[src/rtl/wb_slot_scheduler_pkg.sv]
// Shared sizes, EXE pipe IDs, nominal pipe latencies and the reservation entry type
// for the write-back slot scheduler.
package wb_slot_scheduler_pkg;

    localparam int NUM_PIPES   = 4;
    localparam int MAX_LATENCY = 16;
    localparam int LAT_WIDTH   = $clog2(MAX_LATENCY + 1);
    localparam int REG_WIDTH   = 5;
    localparam int PIPE_WIDTH  = $clog2(NUM_PIPES);

    typedef enum logic [PIPE_WIDTH-1:0] {
        PIPE_ALU = PIPE_WIDTH'(0),
        PIPE_LSU = PIPE_WIDTH'(1),
        PIPE_MUL = PIPE_WIDTH'(2),
        PIPE_DIV = PIPE_WIDTH'(3)
    } pipe_id_e;

    localparam logic [LAT_WIDTH-1:0] LAT_ALU = LAT_WIDTH'(1);
    localparam logic [LAT_WIDTH-1:0] LAT_LSU = LAT_WIDTH'(2);
    localparam logic [LAT_WIDTH-1:0] LAT_MUL = LAT_WIDTH'(3);
    localparam logic [LAT_WIDTH-1:0] LAT_DIV = LAT_WIDTH'(16);

    typedef struct packed {
        logic                  valid;
        logic [PIPE_WIDTH-1:0] pipe;
        logic [REG_WIDTH-1:0]  rd;
    } wb_slot_t;

endpackage

[src/rtl/wb_slot_scheduler_if.sv]
// Issue-stage request, write-back slot status and actual write-back strobe bundle.
// The master side is the issue/WB logic, the slave side is the scheduler.
interface wb_slot_scheduler_if;
    import wb_slot_scheduler_pkg::*;

    logic                  req_valid;
    logic [PIPE_WIDTH-1:0] req_pipe;
    logic [LAT_WIDTH-1:0]  req_latency;
    logic [REG_WIDTH-1:0]  req_rd;
    logic                  req_unpipelined;
    logic                  flush;
    logic                  grant;
    logic                  wb_slot_valid;
    logic [PIPE_WIDTH-1:0] wb_slot_pipe;
    logic [REG_WIDTH-1:0]  wb_slot_rd;
    logic                  unpipelined_busy;
    logic [LAT_WIDTH-1:0]  occupancy;
    logic                  wb_wr_en;
    logic [REG_WIDTH-1:0]  wb_rd;
    logic                  err_mismatch;

    modport master (
        output req_valid, req_pipe, req_latency, req_rd, req_unpipelined, flush,
        output wb_wr_en, wb_rd,
        input  grant, wb_slot_valid, wb_slot_pipe, wb_slot_rd,
        input  unpipelined_busy, occupancy, err_mismatch
    );

    modport slave (
        input  req_valid, req_pipe, req_latency, req_rd, req_unpipelined, flush,
        input  wb_wr_en, wb_rd,
        output grant, wb_slot_valid, wb_slot_pipe, wb_slot_rd,
        output unpipelined_busy, occupancy, err_mismatch
    );

endinterface

[src/rtl/wb_slot_popcount.sv]
// Combinational population count over a vector of valid bits.
module wb_slot_popcount #(
    parameter int WIDTH       = 16,
    parameter int COUNT_WIDTH = $clog2(WIDTH + 1)
) (
    input  logic [WIDTH-1:0]       bits,
    output logic [COUNT_WIDTH-1:0] count
);

    always_comb begin
        count = '0;
        for (int i = 0; i < WIDTH; i++) begin
            count = count + COUNT_WIDTH'(bits[i]);
        end
    end

endmodule

[src/rtl/wb_slot_scheduler.sv]
// Write-back port reservation table shared by the ALU/LSU/MUL/DIV pipes.
// Optional WB_SLOT_CHECK_EN adds a sticky comparator of the real WB strobe against res[0].
module wb_slot_scheduler
    import wb_slot_scheduler_pkg::*;
(
    input logic                clk,
    input logic                rst,
    wb_slot_scheduler_if.slave bus
);

    wb_slot_t               res_q [MAX_LATENCY];
    wb_slot_t               res_d [MAX_LATENCY];
    logic [MAX_LATENCY-1:0] valid_d;
    logic [LAT_WIDTH-1:0]   occ_d;
    logic [LAT_WIDTH-1:0]   occ_q;
    logic [LAT_WIDTH-1:0]   div_cnt_q;
    logic                   div_issued_q;
    logic                   lat_ok;
    logic                   slot_conflict;
    logic                   unp_busy;
    logic                   grant;

    assign lat_ok   = (bus.req_latency != '0) && (bus.req_latency <= LAT_WIDTH'(MAX_LATENCY));
    assign unp_busy = (div_cnt_q != '0) || div_issued_q;

    // res[L] shifts into res[L-1] this cycle, so it is the entry the new request would land on.
    always_comb begin
        slot_conflict = 1'b0;
        for (int k = 1; k < MAX_LATENCY; k++) begin
            if ((bus.req_latency == LAT_WIDTH'(k)) && res_q[k].valid) begin
                slot_conflict = 1'b1;
            end
        end
    end

    assign grant = bus.req_valid && lat_ok && !slot_conflict
                   && !(bus.req_unpipelined && unp_busy) && !bus.flush && !rst;

    always_comb begin
        for (int k = 0; k < MAX_LATENCY - 1; k++) begin
            res_d[k] = res_q[k+1];
        end
        res_d[MAX_LATENCY-1] = '0;
        for (int k = 0; k < MAX_LATENCY; k++) begin
            if (grant && (bus.req_latency == LAT_WIDTH'(k + 1))) begin
                res_d[k] = '{valid: 1'b1, pipe: bus.req_pipe, rd: bus.req_rd};
            end
        end
        for (int k = 0; k < MAX_LATENCY; k++) begin
            valid_d[k] = res_d[k].valid;
        end
    end

    wb_slot_popcount #(
        .WIDTH       (MAX_LATENCY),
        .COUNT_WIDTH (LAT_WIDTH)
    ) u_popcount (
        .bits  (valid_d),
        .count (occ_d)
    );

    always_ff @(posedge clk) begin
        if (rst) begin
            for (int k = 0; k < MAX_LATENCY; k++) begin
                res_q[k] <= '0;
            end
            occ_q        <= '0;
            div_cnt_q    <= '0;
            div_issued_q <= 1'b0;
        end else begin
            for (int k = 0; k < MAX_LATENCY; k++) begin
                res_q[k] <= res_d[k];
            end
            occ_q        <= occ_d;
            div_issued_q <= grant && bus.req_unpipelined;
            if (grant && bus.req_unpipelined) begin
                div_cnt_q <= bus.req_latency - LAT_WIDTH'(1);
            end else if (div_cnt_q != '0) begin
                div_cnt_q <= div_cnt_q - LAT_WIDTH'(1);
            end
        end
    end

    assign bus.grant            = grant;
    assign bus.wb_slot_valid    = res_q[0].valid;
    assign bus.wb_slot_pipe     = res_q[0].pipe;
    assign bus.wb_slot_rd       = res_q[0].rd;
    assign bus.unpipelined_busy = unp_busy;
    assign bus.occupancy        = occ_q;

`ifdef WB_SLOT_CHECK_EN
    logic err_q;

    // Spurious strobe, missing strobe or wrong rd against the slot owner latches an error.
    always_ff @(posedge clk) begin
        if (rst) begin
            err_q <= 1'b0;
        end else if ((bus.wb_wr_en != res_q[0].valid)
                     || (bus.wb_wr_en && (bus.wb_rd != res_q[0].rd))) begin
            err_q <= 1'b1;
        end
    end

    assign bus.err_mismatch = err_q;
`else
    logic unused_wb_check;

    assign unused_wb_check  = ^{bus.wb_wr_en, bus.wb_rd};
    assign bus.err_mismatch = 1'b0;
`endif

endmodule

[src/flat_wrapper.sv]
// flat-port wrapper written by rule: the top's interface ports become plain ports
module wb_slot_scheduler_flat import wb_slot_scheduler_pkg::*;
  (clk, rst, bus_req_valid, bus_req_pipe, bus_req_latency, bus_req_rd, bus_req_unpipelined, bus_flush, bus_wb_wr_en, bus_wb_rd, bus_grant, bus_wb_slot_valid, bus_wb_slot_pipe, bus_wb_slot_rd, bus_unpipelined_busy, bus_occupancy, bus_err_mismatch);
  wb_slot_scheduler_if bus_i ();
  input logic clk;
  input logic rst;
  input wire logic [$bits(bus_i.req_valid)-1:0] bus_req_valid;
  input wire logic [$bits(bus_i.req_pipe)-1:0] bus_req_pipe;
  input wire logic [$bits(bus_i.req_latency)-1:0] bus_req_latency;
  input wire logic [$bits(bus_i.req_rd)-1:0] bus_req_rd;
  input wire logic [$bits(bus_i.req_unpipelined)-1:0] bus_req_unpipelined;
  input wire logic [$bits(bus_i.flush)-1:0] bus_flush;
  input wire logic [$bits(bus_i.wb_wr_en)-1:0] bus_wb_wr_en;
  input wire logic [$bits(bus_i.wb_rd)-1:0] bus_wb_rd;
  output wire logic [$bits(bus_i.grant)-1:0] bus_grant;
  output wire logic [$bits(bus_i.wb_slot_valid)-1:0] bus_wb_slot_valid;
  output wire logic [$bits(bus_i.wb_slot_pipe)-1:0] bus_wb_slot_pipe;
  output wire logic [$bits(bus_i.wb_slot_rd)-1:0] bus_wb_slot_rd;
  output wire logic [$bits(bus_i.unpipelined_busy)-1:0] bus_unpipelined_busy;
  output wire logic [$bits(bus_i.occupancy)-1:0] bus_occupancy;
  output wire logic [$bits(bus_i.err_mismatch)-1:0] bus_err_mismatch;
  assign bus_i.req_valid = bus_req_valid;
  assign bus_i.req_pipe = bus_req_pipe;
  assign bus_i.req_latency = bus_req_latency;
  assign bus_i.req_rd = bus_req_rd;
  assign bus_i.req_unpipelined = bus_req_unpipelined;
  assign bus_i.flush = bus_flush;
  assign bus_i.wb_wr_en = bus_wb_wr_en;
  assign bus_i.wb_rd = bus_wb_rd;
  assign bus_grant = bus_i.grant;
  assign bus_wb_slot_valid = bus_i.wb_slot_valid;
  assign bus_wb_slot_pipe = bus_i.wb_slot_pipe;
  assign bus_wb_slot_rd = bus_i.wb_slot_rd;
  assign bus_unpipelined_busy = bus_i.unpipelined_busy;
  assign bus_occupancy = bus_i.occupancy;
  assign bus_err_mismatch = bus_i.err_mismatch;
  wb_slot_scheduler u_core (.clk(clk), .rst(rst), .bus(bus_i));
endmodule
[config.mk]
export PLATFORM = sky130hd
export DESIGN_NAME = wb_slot_scheduler_flat
export DESIGN_NICKNAME = d
export VERILOG_FILES = /design/src/rtl/wb_slot_scheduler_pkg.sv /design/src/rtl/wb_slot_scheduler_if.sv /design/src/rtl/wb_slot_popcount.sv /design/src/rtl/wb_slot_scheduler.sv /design/src/flat_wrapper.sv
export SDC_FILE = /design/constraint.sdc
export NUM_CORES = 1
export LEC_CHECK = 0
export BUFFER_PORTS_ARGS = -buffer_cell sky130_fd_sc_hd__buf_4
export CAP_MARGIN = 15
export CORE_AREA = 2 2 147 149
export CTS_CLUSTER_SIZE = 40
export DETAILED_ROUTE_END_ITERATION = 16
export DIE_AREA = 0 0 149 151
export PLACE_DENSITY_LB_ADDON = 0.3
export SYNTH_ARGS = -nofsm -noshare
export SYNTH_HDL_FRONTEND = slang
export SYNTH_HIERARCHICAL = 1
export SYNTH_SLANG_ARGS = --single-unit
[constraint.sdc]
create_clock -name clk -period 7.69 [get_ports clk]
set_clock_uncertainty 0.05 [all_clocks]
set_input_delay 0.3845 -clock clk [delete_from_list [all_inputs] [get_ports clk]]
set_output_delay 0.3845 -clock clk [all_outputs]
set_load 0.005 [all_outputs]
# [After elaboration in Yosys (flattened, before gate mapping)]
# Memories as Yosys holds them, arrays and structs flattened.
# Cells that the tools add are included.
[totals] regBits=11 ramBits=128 output_inout_bits=16 word_cells=153 n_memories=1
[classes] addsub=17 n_lt_le_gt_ge=1 n_eq_ne=16 muxes=52 bitwise_logic=16 reduce_logical=47
[memory_table] name="u_core.res_q" words=16 word_bits=8 read_ports=16 rd_clocked_by_memory_dff=0 write_ports=16 line_no="wb_slot_scheduler.sv:11" rtl="wb_slot_t res_q [MAX_LATENCY];"
[ops] operator="$mux W8" n=32
[ops] operator="$add A5 B1 Y5" n=11
[ops] operator="$eq A5 B4 Y1 const B" n=8
[ops] operator="$logic_and A1 B1 Y1" n=39
[ops] operator="$eq A5 B3 Y1 const B" n=4
[ops] operator="$mux W1" n=18
[ops] operator="$or A1 B1 Y1" n=16
[ops] operator="$eq A5 B2 Y1 const B" n=2
[ops] operator="$mux W5" n=2
[ops] operator="$reduce_bool A5 Y1" n=2
[ops] operator="$sub A5 B1 Y5 const B" n=2
[ops] operator="$add A4 B1 Y5" n=1
[ops] operator="$eq A5 B1 Y1 const B" n=1
[ops] operator="$eq A5 B5 Y1 const B" n=1
[ops] operator="$le A5 B5 Y1 const B" n=1
[ops] operator="$add A3 B1 Y4" n=1
[ops] operator="$logic_not A1 Y1" n=4
[ops] operator="$add A2 B1 Y3" n=1
[ops] operator="$add A1 B1 Y2" n=1
[ops] operator="$reduce_bool A2 Y1" n=1
[ops] operator="$logic_or A1 B1 Y1" n=1

# [Depth between registers and ports, before layout]
# Gate-level depths: netlist (run 1).
[depth] ltp_word=39 mapped_depth=23 ltp_nobuf=22

# [By module]
# Netlist (run 1), hierarchy kept.
[modules_own_cells] mod="wb_slot_scheduler" instances=1 cells_each=573 area_per_inst_um2=5788.1 seq_area_each_um2=2782.7
[modules_own_cells] mod="wb_slot_popcount" instances=1 cells_each=47 area_per_inst_um2=407.9 seq_area_each_um2=0.0

# [Worst setup path before layout (run 1)]
# No wires, ideal clock.
[synth_timing] path_kind="input-to-reg" from="input port bus_req_latency[2]" to="register u_core.occ_q[4] (netlist: u_core/bus.occupancy[4])" arrival_time_ps=5344 required_time_ps=7574 setup_slack_ps=2230 path_stages=22 path_cell_list="buf_2 nor2_1 and2_1 ha_1 or4b_1 a31oi_1 o2111a_1 buf_6 nand3_2 nand2_1 inv_1 fa_1 fa_1 fa_1 fa_1 inv_1 ha_1 inv_1 fa_1 nor2b_1 o21a_1 nor2b_1"
[synth_rtl] element="start: declaration" line_no="flat_wrapper.sv:9" rtl="input wire logic [$bits(bus_i.req_latency)-1:0] bus_req_latency;"
[synth_rtl] element="end signal: assignment" line_no="wb_slot_scheduler.sv:67" rtl="occ_q <= '0;"
[synth_rtl] element="end signal: assignment" line_no="wb_slot_scheduler.sv:74" rtl="occ_q <= occ_d;"
[synth_rtl] element="end: declaration" line_no="wb_slot_scheduler.sv:15" rtl="logic [LAT_WIDTH-1:0] occ_q;"

==> flow_summary_export.csv, run 1 <==
group,metric,value,unit
clock_network,post-cts-setup-buffers,0,
grt,antenna_found_initial,0,
worst_setup_path,critPathKind,"in2reg",
clock_network,cts_tree,"done",
grt,grt_start_max_net_pins,105,
worst_setup_path,path_max_fanout,11,
sta,fmax,0.162,GHz
clock_network,htreeDepth,4,
sta,rsz0062_at_grt,"no",
floorplan,io_pins,39,
worst_setup_path,path_common_cell,"fa_1",
synthesis,synth_top_area_share,44.9,%
synthesis,yosys.area.top_type,"dfxtp_1",
pwr,p_total,0.00164,W
synthesis,synthAdderAreaFrac,5.65,%
outcome,status,"finished, final reports clean",
sta,fin_crit,6190,ps
synthesis,synth_top_family_by_area,"simple AND/OR/NAND/NOR gates",
synthesis,yosysWarnings,6,
grt,grtUsageMet3,3.43,%
worst_setup_path,crit_chain,"buf_4, inv_1, ha_1, and2_1, ha_1, or4b_1, a31oi_1, buf_4, o2111a_1, buf_4, nand3_2, nand2_1, inv_1, fa_1, fa_1, fa_1, fa_1, inv_1, ha_1, inv_1, fa_1, nor2b_1, o21a_1, nor2b_1",
sta,hold_viol_final,0,
drt,first_pass_iters,4,
pwr,leakagePower,3.29,nW
floorplan,dieArea,22500,µm²
grt,grt_pass1_wl,21300,µm
cells_and_area,drive_gt1_share,14.1,%
synthesis,synth_ff_type,"dfxtp_1",
place,port_buffers,31,
sta,final.period_utilization,80.5,%
synthesis,avgSynthCellArea,9.99,µm²
grt,grt_pass1_vias,4123,
synthesis,synth_compound_area_share,6.02,%
sta,finalSetupViolations,0,
place,dp.cells,884,
synthesis,synthXorXnorAreaFrac,0.989,%
floorplan,die_w,149,µm
synthesis,synthCells,620,
sta,slew-limit-headroom,34.3,%
grt,overflow,0,
grt,grt_busiest_layer,"met2",
worst_setup_path,cp.arrival,6490,ps
sta,finalSetupTns,0,ps
synthesis,syn_area,6200,µm²
pwr,irDropWorstVdd,0.156,mV
min_path,worstHoldPathType,"in2reg",
grt,grt.total_usage,12.3,%
synthesis,synth.distinct_cells,54,
synthesis,synthMuxAreaShare,15.6,%
place,hpwl,9120,µm
floorplan,num_rows,53,
clock_network,cts_buffers,17,
synthesis,synth_edf_count,0,
sta,tightest_slew,978,ps
drt,wl_per_cell,14.3,µm
synthesis,ys_seq_elements,139,
clock_network,clkSinkCount,139,
sta,drv_slew,0,
worst_setup_path,critPathLaunchType,"input pin",
synthesis,synthesis.nets,665,
cells_and_area,fin_cells,915,
drt,ant_nets,0,
drt,viasPerCell,4.60,
floorplan,initial_core_util,29.8,%
synthesis,synth_area_leaders,"dfxtp_1, mux2i_1, nand2b_1, nor2_1, fa_1",
clock_network,path_clk_slew,60,ps
drt,drc,0,
cells_and_area,fillCellCount,2139,
synthesis,synth-simple-area-share,20.6,%
floorplan,core,20800,µm²
clock_network,cts_buffer_depth,2,
worst_setup_path,required,7990,ps
synthesis,async_flop_share,0,%
floorplan,dieHeight,151,µm
clock_network,clk_latency,420,ps
cells_and_area,final_nets,673,
cells_and_area,areaGrowthSynthToFinish,14.6,%
worst_setup_path,endpoint_kind,"register",
drt,dr_total_vias,4207,
worst_setup_path,slowest_stage,"or4b_1",
run,maxCapViolCount,0,
grt,grt_use_met1,14.9,%
worst_setup_path,critical-path-max-stage-delay,560,ps
synthesis,ys_seq_area_share,44.9,%
drt,drtIter0Drc,211,
clock_network,cts-root-buf,"clkbuf_16",
cells_and_area,diodes,0,
pwr,power_density,230,nW/µm²
clock_network,hold_buffers,0,
grt,grtUsageMet2,20.7,%
clock_network,cts-resized-gates,0,
place,place_congestion,0.861,
drt,finalWirelength,13100,µm
## placed cells by master, fill, tap and decap left out, drive strengths merged, types with 3 or more instances in the layout
| cell type | synthesis | layout |
|---|---|---|
| fa | 10 | 10 |
| and3 | 3 | 3 |
| clkbuf | 26 | 20 |
| nor3b | 3 | 3 |
| a21oi | 21 | 21 |
| nand4 | 7 | 7 |
| buf | 19 | 34 |
| nand2b | 62 | 62 |
| mux2 | 3 | 3 |
| o21ai | 14 | 14 |
| or2 | 4 | 4 |
| inv | 37 | 38 |
| clkinv | 0 | 7 |
| dfxtp | 139 | 139 |
| nand3 | 15 | 15 |
| or3 | 8 | 8 |
| and2 | 9 | 9 |
| a21o | 4 | 4 |
| xnor2 | 6 | 6 |
| nor2 | 61 | 61 |
| nor2b | 17 | 17 |
| mux2i | 93 | 93 |
| nand2 | 12 | 12 |
| nor3 | 7 | 7 |
| and4 | 3 | 3 |
| ha | 12 | 12 |
## Yosys cell counts, drive strengths merged, types with 2 or more instances
cell type    n
a31oi        2
clkbuf      26
nor3         7
nand3       15
nor3b        3
mux2i       93
nand2b      62
o221a        2
dfxtp      139
mux2         3
and3b        2
nor2b       17
inv         37
o21ai       14
ha          12
nand2       12
or4b         2
nand4        7
or3          8
and4         3
buf         19
and2         9
nor2        61
fa          10
a21oi       21
and3         3
a21o         4
xnor2        6
or2          4
## critical path, delay by kind of cell
family | cells | cell delay, ps
adders and majority gates | 8 | 3040
and+or+nand+nor | 6 | 1400
AOI/OAI and AO/OA | 3 | 800
buffers and inverters | 7 | 860
## stage by stage
| stage | hold WS (ps) | setup slack, ps | util, % | cell area [µm²] |
|---|---|---|---|---|
| final | 233 | 1500 | 34.1 | 7100 |
| after global routing | 232 | 1170 | 34.1 | 7100 |
| after CTS | 221 | 1520 | 34.1 | 7100 |
| after detailed placement | 397 | 1140 | 31.5 | 6550 |
| after global placement | 387 | 1210 | 31.5 | 6550 |
| after floorplan | 384 | 2230 | - | 6200 |
## kinds of logic (layout without fill, tap and decap cells)
kind of cell / after synthesis / count (layout)
and+or+nand+nor: 218 / 218
DFF: 139 / 139
AOI/OAI and AO/OA: 55 / 55
buffers and inverters: 82 / 102
other: 1 / 1
xor gates and xnor gates: 7 / 7
adders and majority gates: 22 / 22
muxes: 96 / 96
## worst paths after layout
| check | start | to | slack [ps] | depth (start not counted) |
|---|---|---|---|---|
| setup / recovery | bus_req_latency[0] | u_core/bus.occupancy[4] | 1500 | 24 |
| hold / removal | bus_req_rd[3] | u_core/res_q[1][59] | 230 | 2 |
| setup reg to reg | u_core/div_cnt_q[0] | u_core/bus.occupancy[4] | 1510 | 20 |
| hold reg to reg | u_core/res_q[0][57] | u_core/res_q[0][49] | 400 | 2 |
## metal layers
layer	vias up	wire [µm]
met1	2050	6080
met5	-	0
met4	0	145
met3	9	554
li1	2068	-
met2	80	6290
## cell type report
class / instances / area [µm²] / share of cell area (%)
repair buffers: 34 / 255 / 3.59
multi-input cells: 399 / 3030 / 42.6
well taps: 275 / 344 / 4.84
inverters: 37 / 139 / 1.96
clock buffers: 20 / 457 / 6.43
flip-flops and latches: 139 / 2780 / 39.2
clock inverters: 11 / 96.3 / 1.36
## power breakdown
part	switching (W)	internal [W]	leakage [nW]	total, W
registers	0.00000791	0.000730	1.12	0.000737
logic	0.0000813	0.0000575	1.90	0.000139
clock network	0.000302	0.000458	0.272	0.000760
total	0.000391	0.00125	3.29	0.00164
## registers in the layout, indices dropped and copies added (netlist names)
| name | cells |
|---|---|
| u_core/div_cnt_q | 5 |
| u_core/res_q | 128 |
| u_core/div_issued_q | 1 |
| u_core/bus.occupancy | 5 |
Note: power is estimated with default switching activity, not from simulation.
==> run 2, diff against run 1 <==
--- a/config.mk
+++ b/config.mk
@@ -5,12 +5,13 @@
 export SDC_FILE = /design/constraint.sdc
 export NUM_CORES = 1
 export LEC_CHECK = 0
+export ABC_AREA = 1
 export BUFFER_PORTS_ARGS = -buffer_cell sky130_fd_sc_hd__buf_4
 export CAP_MARGIN = 15
-export CORE_AREA = 2 2 147 149
+export CORE_AREA = 2 2 145 147
 export CTS_CLUSTER_SIZE = 40
 export DETAILED_ROUTE_END_ITERATION = 16
-export DIE_AREA = 0 0 149 151
+export DIE_AREA = 0 0 147 149
 export PLACE_DENSITY_LB_ADDON = 0.3
 export SYNTH_ARGS = -nofsm -noshare
 export SYNTH_HDL_FRONTEND = slang
==> constraint.sdc (replaced) <==
create_clock -name clk -period 5.45 [get_ports clk]
set_clock_uncertainty 0.05 [all_clocks]
set_input_delay 0.2725 -clock clk [delete_from_list [all_inputs] [get_ports clk]]
set_output_delay 0.2725 -clock clk [all_outputs]
set_load 0.005 [all_outputs]
==> run 2 against run 1 <==
Against the previous run: first-iteration DRC count increased by 69%; final cell count increased by 21%; combinational power increased by 86%; sequential cell count unchanged; critical path type is now reg2reg; critical endpoint is now u_core/bus.occupancy[2].
==> flow_summary_export.csv, run 2 <==
group,metric,value,unit
cells_and_area,largest_reg_flops,128,
grt,overflow,0,
worst_setup_path,r2r-end,"u_core/bus.occupancy[2]",
sta,finalSetupViolations,0,
clock_network,cts_buffers,17,
synthesis,synth.distinct_cells,26,
worst_setup_path,reg2regPathDepth,21,
clock_network,clkSinkCount,139,
sta,hold_viol_final,0,
worst_setup_path,crit_family,"adder cells",
cells_and_area,design_area,7130,µm²
synthesis,async_flop_share,0,%
floorplan,io_pins,39,
floorplan,initial_core_util,29.0,%
sta,fin_crit,4960,ps
cells_and_area,top_register,"u_core/res_q",
drt,viasPerCell,4.50,
place,port_buffers,31,
clock_network,clk_latency,420,ps
cells_and_area,areaGrowthSynthToFinish,19.6,%
sta,drv_slew,0,
worst_setup_path,r2r-start,"u_core/div_cnt_q[0]",
pwr,power_density,346,nW/µm²
worst_setup_path,critPathLaunchType,"register",
sta,final.period_utilization,91.0,%
synthesis,synth_top_area_share,46.6,%
clock_network,htreeDepth,4,
drt,first_pass_iters,5,
cells_and_area,final_common_cell,"nand2_1",
sta,finalSetupTns,0,ps
floorplan,core,20600,µm²
sta,tightest_slew,818,ps
min_path,worstHoldPathType,"in2reg",
drt,drtIter0Drc,356,
cells_and_area,final_nets,861,
synthesis,synth_edf_count,0,
pwr,leakagePower,2.78,nW
floorplan,dieHeight,149,µm
drt,finalWirelength,14700,µm
outcome,status,"finished, final reports clean",
synthesis,netlist_top_cells_count,"nand2_1, dfxtp_1, nand3_1",
clock_network,path_clk_slew,70,ps
worst_setup_path,required,5690,ps
synthesis,syn_area,5970,µm²
synthesis,ys_seq_elements,139,
sta,rsz0062_at_grt,"no",
clock_network,cts_buffer_depth,2,
sta,fmax,0.202,GHz
synthesis,synthesis.nets,830,
cells_and_area,fillCellCount,2184,
synthesis,yosysWarnings,6,
floorplan,num_rows,53,
drt,wl_per_cell,13.3,µm
synthesis,synthCells,785,
worst_setup_path,endpoint_kind,"register",
synthesis,yosys.area.top_type,"dfxtp_1",
drt,drc,0,
cells_and_area,diodes,0,
place,place_congestion,0.857,
drt,dr_total_vias,4968,
drt,ant_nets,0,
worst_setup_path,slowest_stage,"fa_1",
worst_setup_path,rrSetupSlack,490,ps
worst_setup_path,cp-endpoint,"u_core/bus.occupancy[2]",
clock_network,hold_buffers,0,
synthesis,ys_seq_area_share,46.6,%
worst_setup_path,startpoint,"u_core/div_cnt_q[0]",
clock_network,post-cts-setup-buffers,0,
worst_setup_path,critPathBufInv,6,
synthesis,avgSynthCellArea,7.60,µm²
synthesis,yosys.cell_count.top_type,"nand2_1",
worst_setup_path,path_max_fanout,11,
sta,setup_ws,492,ps
floorplan,die_w,147,µm
place,dpl_cell_area,6540,µm²
pwr,irDropWorstVdd,0.205,mV
synthesis,synth_ff_type,"dfxtp_1",
place,place_ws,154,ps
synthesis,synth_area_leaders,"dfxtp_1, nand3_1, a21oi_1, nand2_1, inv_1",
cells_and_area,drive_gt1_share,14.4,%
grt,grt_start_max_net_pins,79,
cells_and_area,mostFrequentLayoutCells,"nand2_1, dfxtp_1, nand3_1, a21oi_1, inv_1",
clock_network,cts-root-buf,"clkbuf_16",
worst_setup_path,critPathKind,"reg2reg",
worst_setup_path,critical-path-max-stage-delay,600,ps
grt,grt_pass1_vias,4747,
grt,grt_pass1_wl,24300,µm
grt,antenna_found_initial,0,
worst_setup_path,cp.arrival,5200,ps
min_path,hold_depth,3,
floorplan,dieArea,21900,µm²
cells_and_area,final_util,34.7,%
grt,grt.total_usage,14.0,%
worst_setup_path,path_depth,21,
clock_network,cts-resized-gates,0,
worst_setup_path,crit_chain,"inv_1, ha_1, nand3b_1, o21ai_0, nand3_1, nor2_4, buf_4, nand2_2, nand2_1, inv_1, fa_1, fa_1, fa_1, fa_1, inv_1, ha_1, inv_1, fa_1, xnor2_1, inv_1, nor2_1",
clock_network,cts_tree,"done",
sta,slew-limit-headroom,45.5,%
run,maxCapViolCount,0,
place,hpwl,9650,µm
run 2: changes by cell type after synthesis, moves of 9 or more:
| cell | previous run | this run |
|---|---|---|
| inv_1 | 37 | 77 |
| nand2_2 | 0 | 13 |
| mux2i_1 | 93 | 0 |
| nand2_1 | 12 | 162 |
| o21ai_0 | 13 | 1 |
| a21oi_1 | 20 | 123 |
| and2_1 | 9 | 0 |
| nand3_1 | 9 | 126 |
| nor2b_1 | 17 | 0 |
| nor2_1 | 61 | 45 |
| nand2b_1 | 62 | 0 |
run 2: cells by family after synthesis:
kind of cell	after synthesis	share of synthesized area [%]
AOI/OAI and AO/OA	126	10.6
xor gates and xnor gates	7	1.03
adders and majority gates	22	5.87
buffers and inverters	130	9.21
DFF	139	46.6
other	1	0.0629
and+or+nand+nor	360	26.6
run 2: worst register-to-register path, stage by stage, from the launching register on:
cell and delay, ps:
dfxtp_1 330, inv_1 60, ha_1 200, nand3b_1 120, o21ai_0 380, nand3_1 190, nor2_4 150, buf_4 200
nand2_2 70, nand2_1 60, inv_1 60, fa_1 600, fa_1 460, fa_1 530, fa_1 430, inv_1 70
ha_1 180, inv_1 60, fa_1 400, xnor2_1 140, inv_1 50, nor2_1 30
run 2: report_power, final:
group | switching, W | internal [W]
registers | 0.0000132 | 0.00103
logic | 0.000157 | 0.000101
clock network | 0.000506 | 0.000656
total | 0.000676 | 0.00179
run 2: per-stage QoR:
stage	total power [W]	hold WS, ps	std cells
detailed placement	0.00133	382	1072
global placement	0.00133	379	1072
floorplan	0.00125	376	785
CTS	0.00249	142	1104
global route	0.00258	154	1104
finish	0.00247	158	1104
run 2: layout make-up:
cell class	count	area (µm²)	area share (%)
flip-flops and latches	139	2780	39.0
multi-input cells	516	2630	36.9
repair buffers	61	470	6.59
clock buffers	17	425	5.96
well taps	275	344	4.82
inverters	81	304	4.26
clock inverters	15	174	2.44
run 2: layer usage:
layer | GRT usage (%) | up-vias | part of all wire (%) | routed length [µm]
met3 | 2.78 | 20 | 3.8 | 565
met4 | 5.53 | 0 | 2.3 | 332
met1 | 18.3 | 2275 | 47 | 6930
met2 | 22.9 | 96 | 47 | 6850
met5 | 0 | - | 0 | 0
li1 | - | 2577 | - | -
run 2: worst min-delay path by stage:
stage / from / to / slack (ps)
3_5_place_dp: u_core/res_q[0][16] / u_core/res_q[0][8] / 380
5_1_grt: bus_req_rd[0] / u_core/res_q[1][56] / 150
4_1_cts: bus_req_unpipelined / u_core/div_cnt_q[1] / 140
3_3_place_gp: u_core/res_q[1][54] / u_core/res_q[1][46] / 380
2_1_floorplan: u_core/res_q[0][27] / u_core/res_q[0][19] / 380
6_report: bus_req_rd[0] / u_core/res_q[1][56] / 160
==> run 3, diff against run 2 <==
==> constraint.sdc (replaced) <==
create_clock -name clk -period 5.8 [get_ports clk]
set_clock_uncertainty 0.05 [all_clocks]
set_input_delay 0.29 -clock clk [delete_from_list [all_inputs] [get_ports clk]]
set_output_delay 0.29 -clock clk [all_outputs]
set_load 0.005 [all_outputs]
==> run 3 against run 2 <==
Against the previous run: setup slack better by 220 ps; final cell count shrank 1.4%; first-iteration DRC count shrank 4.2%; via count fell by 1.8%; critical path depth up 5; sequential power decreased by 6%; global-route usage decreased by 0.66 points; critical path type is now in2reg; critical endpoint unchanged; sequential share of layout area grew 0.87 points; register-to-register slack gained 270 ps; power decreased by 11%.
==> flow_summary_export.csv, run 3 (synthesis results as in run 2) <==
group,metric,value,unit
outcome,status,"finished, final reports clean",
sta,final.period_utilization,87.7,%
worst_setup_path,path_max_fanout,9,
cells_and_area,seqCellArea,2780,µm²
grt,grt_start_max_net_pins,85,
drt,ant_nets,0,
sta,setup_ws,711,ps
clock_network,cts-root-buf,"clkbuf_16",
drt,first_pass_iters,5,
sta,finalSetupViolations,0,
sta,fmax,0.197,GHz
clock_network,htreeDepth,4,
cells_and_area,drive_gt1_share,12.5,%
cells_and_area,mostFrequentLayoutCells,"nand2_1, dfxtp_1, nand3_1, a21oi_1, inv_1",
grt,antenna_found_initial,0,
min_path,worstHoldStart,"bus_req_rd[2]",
place,dpl_cell_area,6440,µm²
min_path,whs_endpoint,"u_core/res_q[1][58]",
worst_setup_path,cp.arrival,5320,ps
cells_and_area,top_register,"u_core/res_q",
cells_and_area,final_common_cell,"nand2_1",
clock_network,cts_buffer_depth,2,
drt,finalWirelength,14200,µm
worst_setup_path,critPathLaunchType,"input pin",
worst_setup_path,endpoint_kind,"register",
cells_and_area,largest_reg_flops,128,
pwr,power_density,316,nW/µm²
floorplan,io_pins,39,
floorplan,dieHeight,149,µm
place,place_congestion,0.848,
worst_setup_path,rrSetupSlack,760,ps
drt,wl_per_cell,13.1,µm
worst_setup_path,critPathKind,"in2reg",
worst_setup_path,r2r-end,"u_core/bus.occupancy[2]",
grt,grt.total_usage,13.4,%
sta,hold_viol_final,0,
clock_network,cts-resized-gates,0,
pwr,leakagePower,2.69,nW
floorplan,dieArea,21900,µm²
sta,slew-limit-headroom,40.3,%
floorplan,num_rows,53,
clock_network,path_clk_slew,50,ps
drt,viasPerCell,4.48,
cells_and_area,design_area,6980,µm²
place,place_ws,272,ps
pwr,irDropWorstVdd,0.188,mV
cells_and_area,final_nets,849,
worst_setup_path,required,6030,ps
place,hpwl,9540,µm
clock_network,hold_buffers,0,
drt,drtIter0Drc,341,
cells_and_area,fillCellCount,2194,
clock_network,post-cts-setup-buffers,0,
clock_network,cts_tree,"done",
sta,finalSetupTns,0,ps
cells_and_area,final_util,33.9,%
clock_network,cts_buffers,17,
sta,drv_slew,0,
drt,drc,0,
run,maxCapViolCount,0,
cells_and_area,areaGrowthSynthToFinish,17.0,%
grt,grt_pass1_wl,23000,µm
sta,tightest_slew,896,ps
sta,fin_hold_ws,181,ps
drt,dr_total_vias,4878,
clock_network,clk_latency,410,ps
worst_setup_path,reg2regPathDepth,20,
grt,overflow,0,
sta,fin_crit,5090,ps
grt,grt_pass1_vias,4519,
floorplan,core,20600,µm²
floorplan,initial_core_util,29.0,%
min_path,hold_depth,3,
floorplan,die_w,147,µm
cells_and_area,multi_input_area,2630,µm²
cells_and_area,diodes,0,
place,port_buffers,31,
clock_network,clkSinkCount,139,
min_path,worstHoldPathType,"in2reg",
sta,rsz0062_at_grt,"no",
worst_setup_path,r2r-start,"u_core/div_cnt_q[0]",
[run 3: cell types whose count changed in the layout (fill, tap and decap cells not counted), moves of 2 or more]
cell        previous run  this run
clkbuf_8               0         2
clkbuf_1               0         2
clkinvlp_4             1         3
buf_4                 60        48
clkinv_8               2         0
inv_6                  7         0
clkinv_2               0         4
inv_8                  3         0
[run 3: where the power goes]
group	internal (W)	switching, W
clock	0.000601	0.000383
sequential	0.000973	0.0000126
combinational	0.0000939	0.000145
[run 3: critical path, cell delays in order]
cell and delay (ps):
buf_4 130, nor2_1 250, inv_1 140, nor2_1 110
ha_1 230, inv_1 50, nand2_1 40, nor2_1 130
nand2_1 70, nor2_1 110, nand3_2 110, nor2_4 310
nand2_2 200, nand2_1 100, inv_1 60, fa_1 600
fa_1 450, fa_1 540, fa_1 450, inv_1 80
ha_1 180, inv_1 60, fa_1 400, xnor2_1 140
inv_1 60, nor2_1 30
[run 3: worst max-delay path by stage]
stage	start	to	cells after the start
after floorplan	bus_req_latency[2]	u_core/bus.occupancy[2]	26
after global placement	bus_req_latency[2]	u_core/bus.occupancy[2]	26
after detailed placement	bus_req_latency[2]	u_core/bus.occupancy[2]	26
after CTS	bus_req_latency[2]	u_core/bus.occupancy[2]	26
after global routing	bus_req_latency[2]	u_core/bus.occupancy[4]	26
final	bus_req_latency[2]	u_core/bus.occupancy[2]	26
[run 3: final cells by class]
cell class	count	area share (%)
clock buffers	21	6.60
clock inverters	8	1.04
inverters	81	4.36
multi-input cells	516	37.7
flip-flops and latches	139	39.9
well taps	275	4.93
repair buffers	49	5.45
[run 3: routing by layer]
metal	wire length, µm	global-route usage [%]	share of wire (%)
met5	0	0	0
met4	238	4.95	1.7
met3	525	2.81	3.7
met2	6550	21.3	46
met1	6930	17.9	49
[run 3: stage by stage]
stage | cells | total power, W
CTS | 1089 | 0.00223
detailed placement | 1060 | 0.00125
global route | 1089 | 0.00230
global placement | 1060 | 0.00124
finish | 1089 | 0.00221
floorplan | 785 | 0.00117
